--- src/rtl/eth_tx_stream.sv ---
// RGMII frame transmitter: wraps a valid/ready/last byte stream with preamble, fixed header,
// zero padding and CRC32 FCS, then enforces the inter-frame gap.
module eth_tx_stream #(
    parameter logic [47:0] DST_MAC   = 48'hFFFF_FFFF_FFFF,
    parameter logic [47:0] SRC_MAC   = 48'h0208_BFB8_DA88,
    parameter logic [15:0] ETHERTYPE = 16'h88B5,
    parameter int unsigned IFG       = 12,
    parameter int unsigned MAX_LEN   = 1500
) (
    input  logic        clk125,
    input  logic        rst_n,
    input  logic        s_valid,
    input  logic [7:0]  s_data,
    input  logic        s_last,
    output logic        s_ready,
    output logic        txctl,
    output logic [3:0]  txd,
    output logic        busy,
    output logic        err,
    output logic [15:0] frame_cnt
);

    localparam logic [31:0]  CrcPoly    = 32'hEDB8_8320;
    localparam logic [111:0] Hdr        = {DST_MAC, SRC_MAC, ETHERTYPE};
    localparam logic [10:0]  IfgLast    = 11'(IFG - 1);
    localparam logic [10:0]  MaxLen     = 11'(MAX_LEN);
    localparam logic [10:0]  MinPayload = 11'd46;

    typedef enum logic [2:0] {
        StIdle, StPre, StHdr, StData, StPad, StFcs, StGap, StDrain
    } state_e;

    state_e      state_q, state_d;
    logic [10:0] cnt_q, cnt_d;
    logic [31:0] crc_q, crc_d;
    logic [7:0]  txbyte_q, txbyte_d;
    logic        txctl_q, txctl_d;
    logic        err_q, err_d;
    logic [15:0] frame_cnt_q, frame_cnt_d;
    // Set on underrun/overlength: FCS goes out non-inverted and the stream is drained after GAP.
    logic        abort_q, abort_d;

    logic [6:0]  hdr_msb;
    logic [7:0]  hdr_byte;
    logic [7:0]  fcs_raw;

    function automatic logic [31:0] crc_next(input logic [31:0] c, input logic [7:0] d);
        logic [31:0] r;
        r = c ^ {24'd0, d};
        for (int i = 0; i < 8; i++) begin
            r = r[0] ? ((r >> 1) ^ CrcPoly) : (r >> 1);
        end
        return r;
    endfunction

    assign hdr_msb  = 7'd111 - {cnt_q[3:0], 3'b000};
    assign hdr_byte = Hdr[hdr_msb -: 8];

    always_comb begin
        fcs_raw = 8'h00;
        unique case (cnt_q[1:0])
            2'd0: fcs_raw = crc_q[7:0];
            2'd1: fcs_raw = crc_q[15:8];
            2'd2: fcs_raw = crc_q[23:16];
            2'd3: fcs_raw = crc_q[31:24];
            default: fcs_raw = 8'h00;
        endcase
    end

    always_comb begin
        state_d     = state_q;
        cnt_d       = cnt_q;
        crc_d       = crc_q;
        txbyte_d    = 8'h00;
        txctl_d     = 1'b0;
        err_d       = 1'b0;
        frame_cnt_d = frame_cnt_q;
        abort_d     = abort_q;
        unique case (state_q)
            StIdle: begin
                if (s_valid) begin
                    txbyte_d = 8'h55;
                    txctl_d  = 1'b1;
                    cnt_d    = 11'd1;
                    abort_d  = 1'b0;
                    state_d  = StPre;
                end
            end
            StPre: begin
                txctl_d = 1'b1;
                if (cnt_q == 11'd7) begin
                    txbyte_d = 8'hD5;
                    crc_d    = 32'hFFFF_FFFF;
                    cnt_d    = 11'd0;
                    state_d  = StHdr;
                end else begin
                    txbyte_d = 8'h55;
                    cnt_d    = cnt_q + 11'd1;
                end
            end
            StHdr: begin
                txctl_d  = 1'b1;
                txbyte_d = hdr_byte;
                crc_d    = crc_next(crc_q, hdr_byte);
                if (cnt_q == 11'd13) begin
                    cnt_d   = 11'd0;
                    state_d = StData;
                end else begin
                    cnt_d = cnt_q + 11'd1;
                end
            end
            StData: begin
                txctl_d = 1'b1;
                if (s_valid) begin
                    txbyte_d = s_data;
                    crc_d    = crc_next(crc_q, s_data);
                    cnt_d    = cnt_q + 11'd1;
                    if (s_last) begin
                        if (cnt_q + 11'd1 < MinPayload) begin
                            state_d = StPad;
                        end else begin
                            cnt_d   = 11'd0;
                            state_d = StFcs;
                        end
                    end else if (cnt_q + 11'd1 == MaxLen) begin
                        cnt_d   = 11'd0;
                        abort_d = 1'b1;
                        err_d   = 1'b1;
                        state_d = StFcs;
                    end
                end else begin
                    // Underrun: the first (non-inverted) FCS byte fills this slot so TX_EN never gaps.
                    txbyte_d = crc_q[7:0];
                    cnt_d    = 11'd1;
                    abort_d  = 1'b1;
                    err_d    = 1'b1;
                    state_d  = StFcs;
                end
            end
            StPad: begin
                txctl_d  = 1'b1;
                txbyte_d = 8'h00;
                crc_d    = crc_next(crc_q, 8'h00);
                if (cnt_q + 11'd1 == MinPayload) begin
                    cnt_d   = 11'd0;
                    state_d = StFcs;
                end else begin
                    cnt_d = cnt_q + 11'd1;
                end
            end
            StFcs: begin
                txctl_d  = 1'b1;
                txbyte_d = abort_q ? fcs_raw : ~fcs_raw;
                if (cnt_q == 11'd3) begin
                    cnt_d       = 11'd0;
                    frame_cnt_d = frame_cnt_q + 16'd1;
                    state_d     = StGap;
                end else begin
                    cnt_d = cnt_q + 11'd1;
                end
            end
            StGap: begin
                if (cnt_q == IfgLast) begin
                    cnt_d   = 11'd0;
                    state_d = abort_q ? StDrain : StIdle;
                end else begin
                    cnt_d = cnt_q + 11'd1;
                end
            end
            StDrain: begin
                if (s_valid && s_last) begin
                    abort_d = 1'b0;
                    state_d = StIdle;
                end
            end
            default: state_d = StIdle;
        endcase
    end

    always_ff @(posedge clk125 or negedge rst_n) begin
        if (!rst_n) begin
            state_q     <= StIdle;
            cnt_q       <= 11'd0;
            crc_q       <= 32'hFFFF_FFFF;
            txbyte_q    <= 8'h00;
            txctl_q     <= 1'b0;
            err_q       <= 1'b0;
            frame_cnt_q <= 16'd0;
            abort_q     <= 1'b0;
        end else begin
            state_q     <= state_d;
            cnt_q       <= cnt_d;
            crc_q       <= crc_d;
            txbyte_q    <= txbyte_d;
            txctl_q     <= txctl_d;
            err_q       <= err_d;
            frame_cnt_q <= frame_cnt_d;
            abort_q     <= abort_d;
        end
    end

    assign s_ready   = (state_q == StData) || (state_q == StDrain);
    assign busy      = (state_q != StIdle);
    assign txctl     = txctl_q;
    assign err       = err_q;
    assign frame_cnt = frame_cnt_q;
    // DDR nibble mux: low nibble while clk125 is high, high nibble while low.
    assign txd       = clk125 ? txbyte_q[3:0] : txbyte_q[7:4];

endmodule

--- config.mk ---
export PLATFORM = sky130hd
export DESIGN_NAME = eth_tx_stream
export DESIGN_NICKNAME = d
export VERILOG_FILES = /design/src/rtl/eth_tx_stream.sv
export SDC_FILE = /design/constraint.sdc
export NUM_CORES = 1
export LEC_CHECK = 0
export BUFFER_PORTS_ARGS = -buffer_cell sky130_fd_sc_hd__buf_2
export CAP_MARGIN = 20
export CORE_UTILIZATION = 40
export CTS_BUF_LIST = sky130_fd_sc_hd__clkbuf_8
export DETAILED_ROUTE_END_ITERATION = 7
export PLACE_DENSITY_LB_ADDON = 0.25
export RECOVER_POWER = 50
export SETUP_SLACK_MARGIN = 0.1
export SLEW_MARGIN = 25
export SYNTH_ARGS = -nofsm -noshare
export SYNTH_HDL_FRONTEND = slang
export SYNTH_SLANG_ARGS = --single-unit
--- constraint.sdc ---
create_clock -name clk125 -period 2.6 [get_ports clk125]
set_input_delay 0 -clock clk125 [delete_from_list [all_inputs] [get_ports clk125]]
set_output_delay 0 -clock clk125 [all_outputs]
set_load 0.02 [all_outputs]
==> results_dict.tcl, run 1 <==
set metrics [dict create \
    outcome "finished, violations left" \
    violations_in_the_final_reports "capacitance limit, slew limit, setup timing" \
    slew-limit-headroom_pct -31.0 \
    worst-endpoint-arrival_ns 3.04 \
    synth_area_per_cell_um2 8.91 \
    post-synth-top-area-fraction_pct 18.5 \
    worst_setup_path_endpoint "cnt_q[3]" \
    vias 6375 \
    ys_ff_latch 73 \
    buf_inv_on_cp 3 \
    detailedRoute.firstPassIterationCount 6 \
    ff2ff_path_depth 12 \
    worst_slack_ns -0.0259 \
    synthArstFlopShare_pct 100 \
    fp.dieArea_mm2 0.0177 \
    final-max-slew-violation-count 74 \
    postSynthCellCount 772 \
    synth-main-ff-cell "dfrtp_1" \
    cp_top_family "compound AO/OA/AOI/OAI gates" \
    place_congestion 0.922 \
    grt_pass1_wl_um 34900 \
    grt_remaining_overflow 0 \
    hpwl_um 15500 \
    maximum_fanout_encountered_on_the_critical_timing_path 6 \
    drt_wl_total_um 22700 \
    critPathMaxStageDelay_ns 0.49 \
    critical_path_cell_count 12 \
    synth_enable_flop_cells 0 \
    cts_tree "yes" \
    finalCritPeriodShare_pct 101 \
    layout.cells.non_filler 1110 \
    num_antenna_cells 0 \
    number_of_warnings_reported_in_the_yosys_synthesis_log 0 \
    timing.final.setup_violations 4 \
    timing.critical_path.slowest_stage_cell "dfrtp_2" \
    initial_core_util_pct 41.2 \
    layout-drive-gt1-share_pct 35.2 \
    crit_type "reg2reg" \
    grt_start_max_net_pins 74 \
    layout.nets 907 \
    synth.cell_area_mm2 0.00688 \
    timing.max_cap.violations 1 \
    rows 47 \
    floorplan.io_pins 36 \
    sequential_share_of_the_synthesized_area_pct 27.1 \
    post_drt_wl_per_cell_um 20.5 \
    critPathRequiredTime_ns 3.01 \
    fp.dieH_um 133 \
    final_common_cell "xnor2_1" \
    period_needed_ns 2.63 \
    chipWidth_um 133 \
    worstReg2RegStart "cnt_q[1]" \
    detail_route.drc_violations 0 \
    initial_antenna_violation_count 0 \
    detail_route.iter0.violations 646 \
    ant_nets 0 \
    worst-slew-pin-transition_ns 1.97 \
    synthDistinctLibCells 71 \
    placed_standard_cell_area_mm2 0.00786 \
    critical_path.endpoint_type "flop" \
    post_drt_via_cell_ratio 5.74 \
    track_usage_pct 25.9 \
    final-hold-violation-count 0 \
    area.growth.synth_to_final_pct 29.8 \
    path_clk_slew_ns 0.10 \
    clk_latency_ns 0.50 \
    synth.area.top_cells "xnor2_1 18%, dfrtp_1 15%, dfstp_2 12%, xor2_1 7.4%, nor2_1 4.4%" \
    clock_tree_skew_after_final_layout_ns 0.0102 \
    port-buffer-count 35 \
    place_inst 1056 \
    core_region_area_mm2 0.0167 \
    mappedNetlistNets 794 \
    cpMostUsedCell "buf_6" \
    netlist.top_cell.by_area "xnor2_1" \
    timing.reg2reg.setup_slack_ns -0.03 \
    rsz_0062_raised_after_global_routing "yes" \
    timing.critical_path.from_type "flop" \
    vias_in_the_first_global_route 6219 \
    critPathLaunch "cnt_q[1]" \
    worstPathCellList "ha_4 -> nand4_1 -> buf_4 -> nor2_4 -> buf_6 -> a32o_2 -> o2111a_1 -> a211o_1 -> and2_4 -> buf_6 -> or3_1 -> o221ai_2" \
    layout_cell_area_excl_fill_mm2 0.00893 \
    critical_path.reg2reg.endpoint "cnt_q[3]" \
    max_freq_ghz 0.381 \
    layout.cells.most_common_list "135 x xnor2_1, 97 x buf_4, 77 x nor2_1" \
    worstHoldPathType "in2reg" \
]
[how the worst min path moves through the flow]
stage               slack [ns]           to  cells past startpoint       from
global placement          0.21     cnt_q[9]                      1      rst_n
global route              0.01  txbyte_q[5]                      3  s_data[5]
finish                    0.02  txbyte_q[5]                      3  s_data[5]
CTS                       0.02  txbyte_q[5]                      3  s_data[5]
floorplan                -0.30      abort_q                      0      rst_n
detailed placement        0.21     cnt_q[9]                      1      rst_n
[routing by layer]
metal / track usage, % / part of all wire, % / vias to the layer above / wire length, um
met5: 0 / 0 / - / 0
met4: 10.4 / 3.1 / 0 / 695
met3: 5.25 / 8.0 / 62 / 1820
met2: 40.8 / 47 / 307 / 10700
met1: 34.8 / 42 / 3094 / 9550
li1: - / - / 2912 / -
[through the flow]
step | TNS, ns | setup slack (ns) | hold WS (ns) | util, %
finish | -0.0627 | -0.0259 | 0.0204 | 53.4
global route | -1.41 | -0.131 | 0.0102 | 53.4
CTS | -0.00349 | -0.00349 | 0.0195 | 51.7
detailed placement | -0.779 | -0.144 | 0.212 | 47.0
global placement | -0.304 | -0.127 | 0.211 | 47.0
floorplan | 0 | 0.0447 | -0.296 | -
[repair_timing]
item | 4_1_cts | 5_1_grt
endpoints found under the setup margin | 29 | 42
endpoints found under the hold margin | 46 | 0
pin swaps | 46 | 28
buffers inserted | 20 | 8
hold buffers | 5 | 0
gates cloned | 0 | 1
gates resized for setup | 48 | 52
[registers in the layout, indices dropped and copies added, names as in the netlist]
register and flops:
err 1, crc_q 32, abort_q 1, cnt_q 11, txbyte_q 8, txctl 1, state_q 3, frame_cnt 16
[tightest hold or removal path, stage by stage]
cell	delay [ns]
buf_2	0.15
mux2i_1	0.11
o221ai_1	0.22
[cell families after synthesis]
logic type                 after synthesis  synth area share [%]
xor gates and xnor gates               222                  31.3
and+or+nand+nor                        189                  13.2
AOI/OAI and AO/OA                      180                  18.8
buffers and inverters                   79                  4.93
DFF                                     73                  27.1
muxes                                   18                  2.73
adders and majority gates               11                  1.96
[cell type report]
class / instances / area (um^2)
clock inverters: 6 / 72.6
fillers: 1534 / 7770
well taps: 220 / 275
flip-flops and latches: 73 / 1870
clock buffers: 18 / 213
repair buffers: 155 / 1240
multi-input cells: 620 / 5180
inverters: 18 / 70.1
[Yosys cell counts, drive strengths merged, types with 6 or more instances]
| library cell | number |
|---|---|
| xnor2 | 160 |
| nor2 | 82 |
| xor2 | 59 |
| a21oi | 45 |
| dfrtp | 41 |
| clkbuf | 35 |
| o21ai | 35 |
| nand2 | 34 |
| dfstp | 32 |
| o221ai | 32 |
| buf | 26 |
| inv | 18 |
| mux2i | 12 |
| nand3 | 12 |
| nand4 | 11 |
| ha | 10 |
| a21o | 8 |
| a222oi | 8 |
| nand2b | 8 |
| and2 | 7 |
| and3 | 7 |
| o211ai | 7 |
| a211oi | 6 |
| a31oi | 6 |
| mux2 | 6 |
| nor2b | 6 |
| nor3 | 6 |
Power of run 1 is not shown: default switching activity piles up to over one toggle a cycle in this logic, so the estimate is an artifact.
==> run 2, diff against run 1 <==
--- a/config.mk
+++ b/config.mk
@@ -7,6 +7,7 @@
 export LEC_CHECK = 0
 export BUFFER_PORTS_ARGS = -buffer_cell sky130_fd_sc_hd__buf_2
 export CAP_MARGIN = 20
+export CORE_MARGIN = 2
 export CORE_UTILIZATION = 40
 export CTS_BUF_LIST = sky130_fd_sc_hd__clkbuf_8
 export DETAILED_ROUTE_END_ITERATION = 7
==> results_dict.tcl, run 2 (synthesis results as in run 1) <==
set metrics [dict create \
    outcome "finished, violations left" \
    violations_in_the_final_reports "capacitance limit, slew limit, setup timing" \
    worst-endpoint-arrival_ns 3.14 \
    path_clk_slew_ns 0.08 \
    grt_remaining_overflow 0 \
    detail_route.drc_violations 0 \
    layout.nets 920 \
    fp.dieArea_mm2 0.0183 \
    worst_slack_ns -0.118 \
    floorplan.io_pins 36 \
    cts_tree "yes" \
    period_needed_ns 2.72 \
    timing.reg2reg.setup_slack_ns -0.12 \
    worst-slew-pin-transition_ns 1.90 \
    place_congestion 0.938 \
    layout.cells.most_common_list "133 x xnor2_1, 102 x buf_4, 77 x nor2_1" \
    drt_wl_total_um 23100 \
    worstHoldPathType "in2reg" \
    fp.dieH_um 135 \
    finalCritPeriodShare_pct 105 \
    clk_latency_ns 0.50 \
    final-hold-violation-count 0 \
    post-place-ws_ns -0.183 \
    clock_tree_skew_after_final_layout_ns 0.0202 \
    timing.critical_path.from_type "flop" \
    largest_reg_flops 32 \
    hold_path_origin "s_data[1]" \
    met3_length_um 1910 \
    worstPathCellList "ha_4 -> and2_4 -> nor2_2 -> maj3_2 -> xnor2_4 -> xnor3_2 -> xnor2_1 -> a21oi_2 -> nor2_1" \
    wl_met2_um 10800 \
    post_drt_wl_per_cell_um 20.6 \
    top_layer "met4" \
    vias_in_the_first_global_route 6445 \
    maximum_fanout_encountered_on_the_critical_timing_path 5 \
    final-max-slew-violation-count 74 \
    initial_antenna_violation_count 0 \
    critPathRequiredTime_ns 3.02 \
    worstReg2RegStart "cnt_q[1]" \
    ant_nets 0 \
    area.growth.synth_to_final_pct 31.4 \
    rows 47 \
    critical_path.reg2reg.endpoint "crc_q[24]" \
    slew-limit-headroom_pct -26.6 \
    max_flop_register "crc_q" \
    m1WireLength_um 9670 \
    timing.critical_path.slowest_stage_cell "xnor3_2" \
    grt_start_max_net_pins 74 \
    grt_pass1_wl_um 35600 \
    whs_endpoint "txbyte_q[1]" \
    vias 6502 \
    critical_path.endpoint_type "flop" \
    hpwl_um 16000 \
    critPathMaxStageDelay_ns 0.52 \
    rsz_0062_raised_after_global_routing "yes" \
    post_drt_via_cell_ratio 5.79 \
    detailedRoute.firstPassIterationCount 5 \
    hold_slack_ns 0.0333 \
    layout-drive-gt1-share_pct 34.9 \
    placed_standard_cell_area_mm2 0.00789 \
    initial_core_util_pct 41.2 \
    core_region_area_mm2 0.0167 \
    ff2ff_path_depth 9 \
    crit_type "reg2reg" \
    final_common_cell "xnor2_1" \
    layout_cell_area_excl_fill_mm2 0.00904 \
    place_inst 1062 \
    detail_route.iter0.violations 758 \
    port-buffer-count 35 \
    layout.cells.non_filler 1123 \
    min_delay_path_depth 3 \
    timing.max_cap.violations 1 \
    timing.final.setup_violations 4 \
    num_antenna_cells 0 \
    track_usage_pct 25.3 \
    max_freq_ghz 0.368 \
    chipWidth_um 135 \
]
-- run 2: final cells by class --
cell class,instances,area [um^2]
clock inverters,7,120
multi-input cells,620,5150
well taps,220,275
inverters,18,72.6
flip-flops and latches,73,1870
fillers,1472,7660
clock buffers,17,199
repair buffers,168,1350
-- run 2: layer usage --
metal	GRT usage [%]	vias to the layer above
met5	0	-
met4	11.5	0
met3	4.94	63
met2	39.7	327
met1	33.8	3182
li1	-	2930
-- run 2: critical path, delay by kind of cell (launching register included) --
kind            cells  cell delay (ns)
xor+xnor            3             0.92
fa+ha+maj           2             0.72
flops               1             0.46
simple gates        3             0.28
compound gates      1             0.26
-- run 2: worst max path at each step --
stage                         from   endpoint  cells past startpoint
after floorplan           cnt_q[1]   cnt_q[3]                     11
after global placement    cnt_q[1]   crc_q[6]                     10
after detailed placement  cnt_q[1]   crc_q[6]                     10
after CTS                 cnt_q[1]  crc_q[22]                     10
after global routing      cnt_q[1]  crc_q[24]                      9
final                     cnt_q[1]  crc_q[24]                      9
-- run 2: metrics by stage --
| step | util, % | setup TNS (ns) |
|---|---|---|
| 2_1_floorplan | - | 0 |
| 3_3_place_gp | 47.2 | -0.862 |
| 3_5_place_dp | 47.2 | -1.11 |
| 4_1_cts | 51.7 | 0 |
| 5_1_grt | 54.1 | -1.71 |
| 6_report | 54.1 | -0.218 |
-- run 2: what timing repair did --
| action | 4_1_cts | 5_1_grt |
|---|---|---|
| buffers inserted | 17 | 18 |
| hold buffers | 6 | 0 |
| endpoints found under the hold margin | 47 | 0 |
| gates resized for setup | 47 | 48 |
| pin swaps | 47 | 42 |
| endpoints found under the setup margin | 35 | 42 |
Power of run 2 is left out for the same reason.
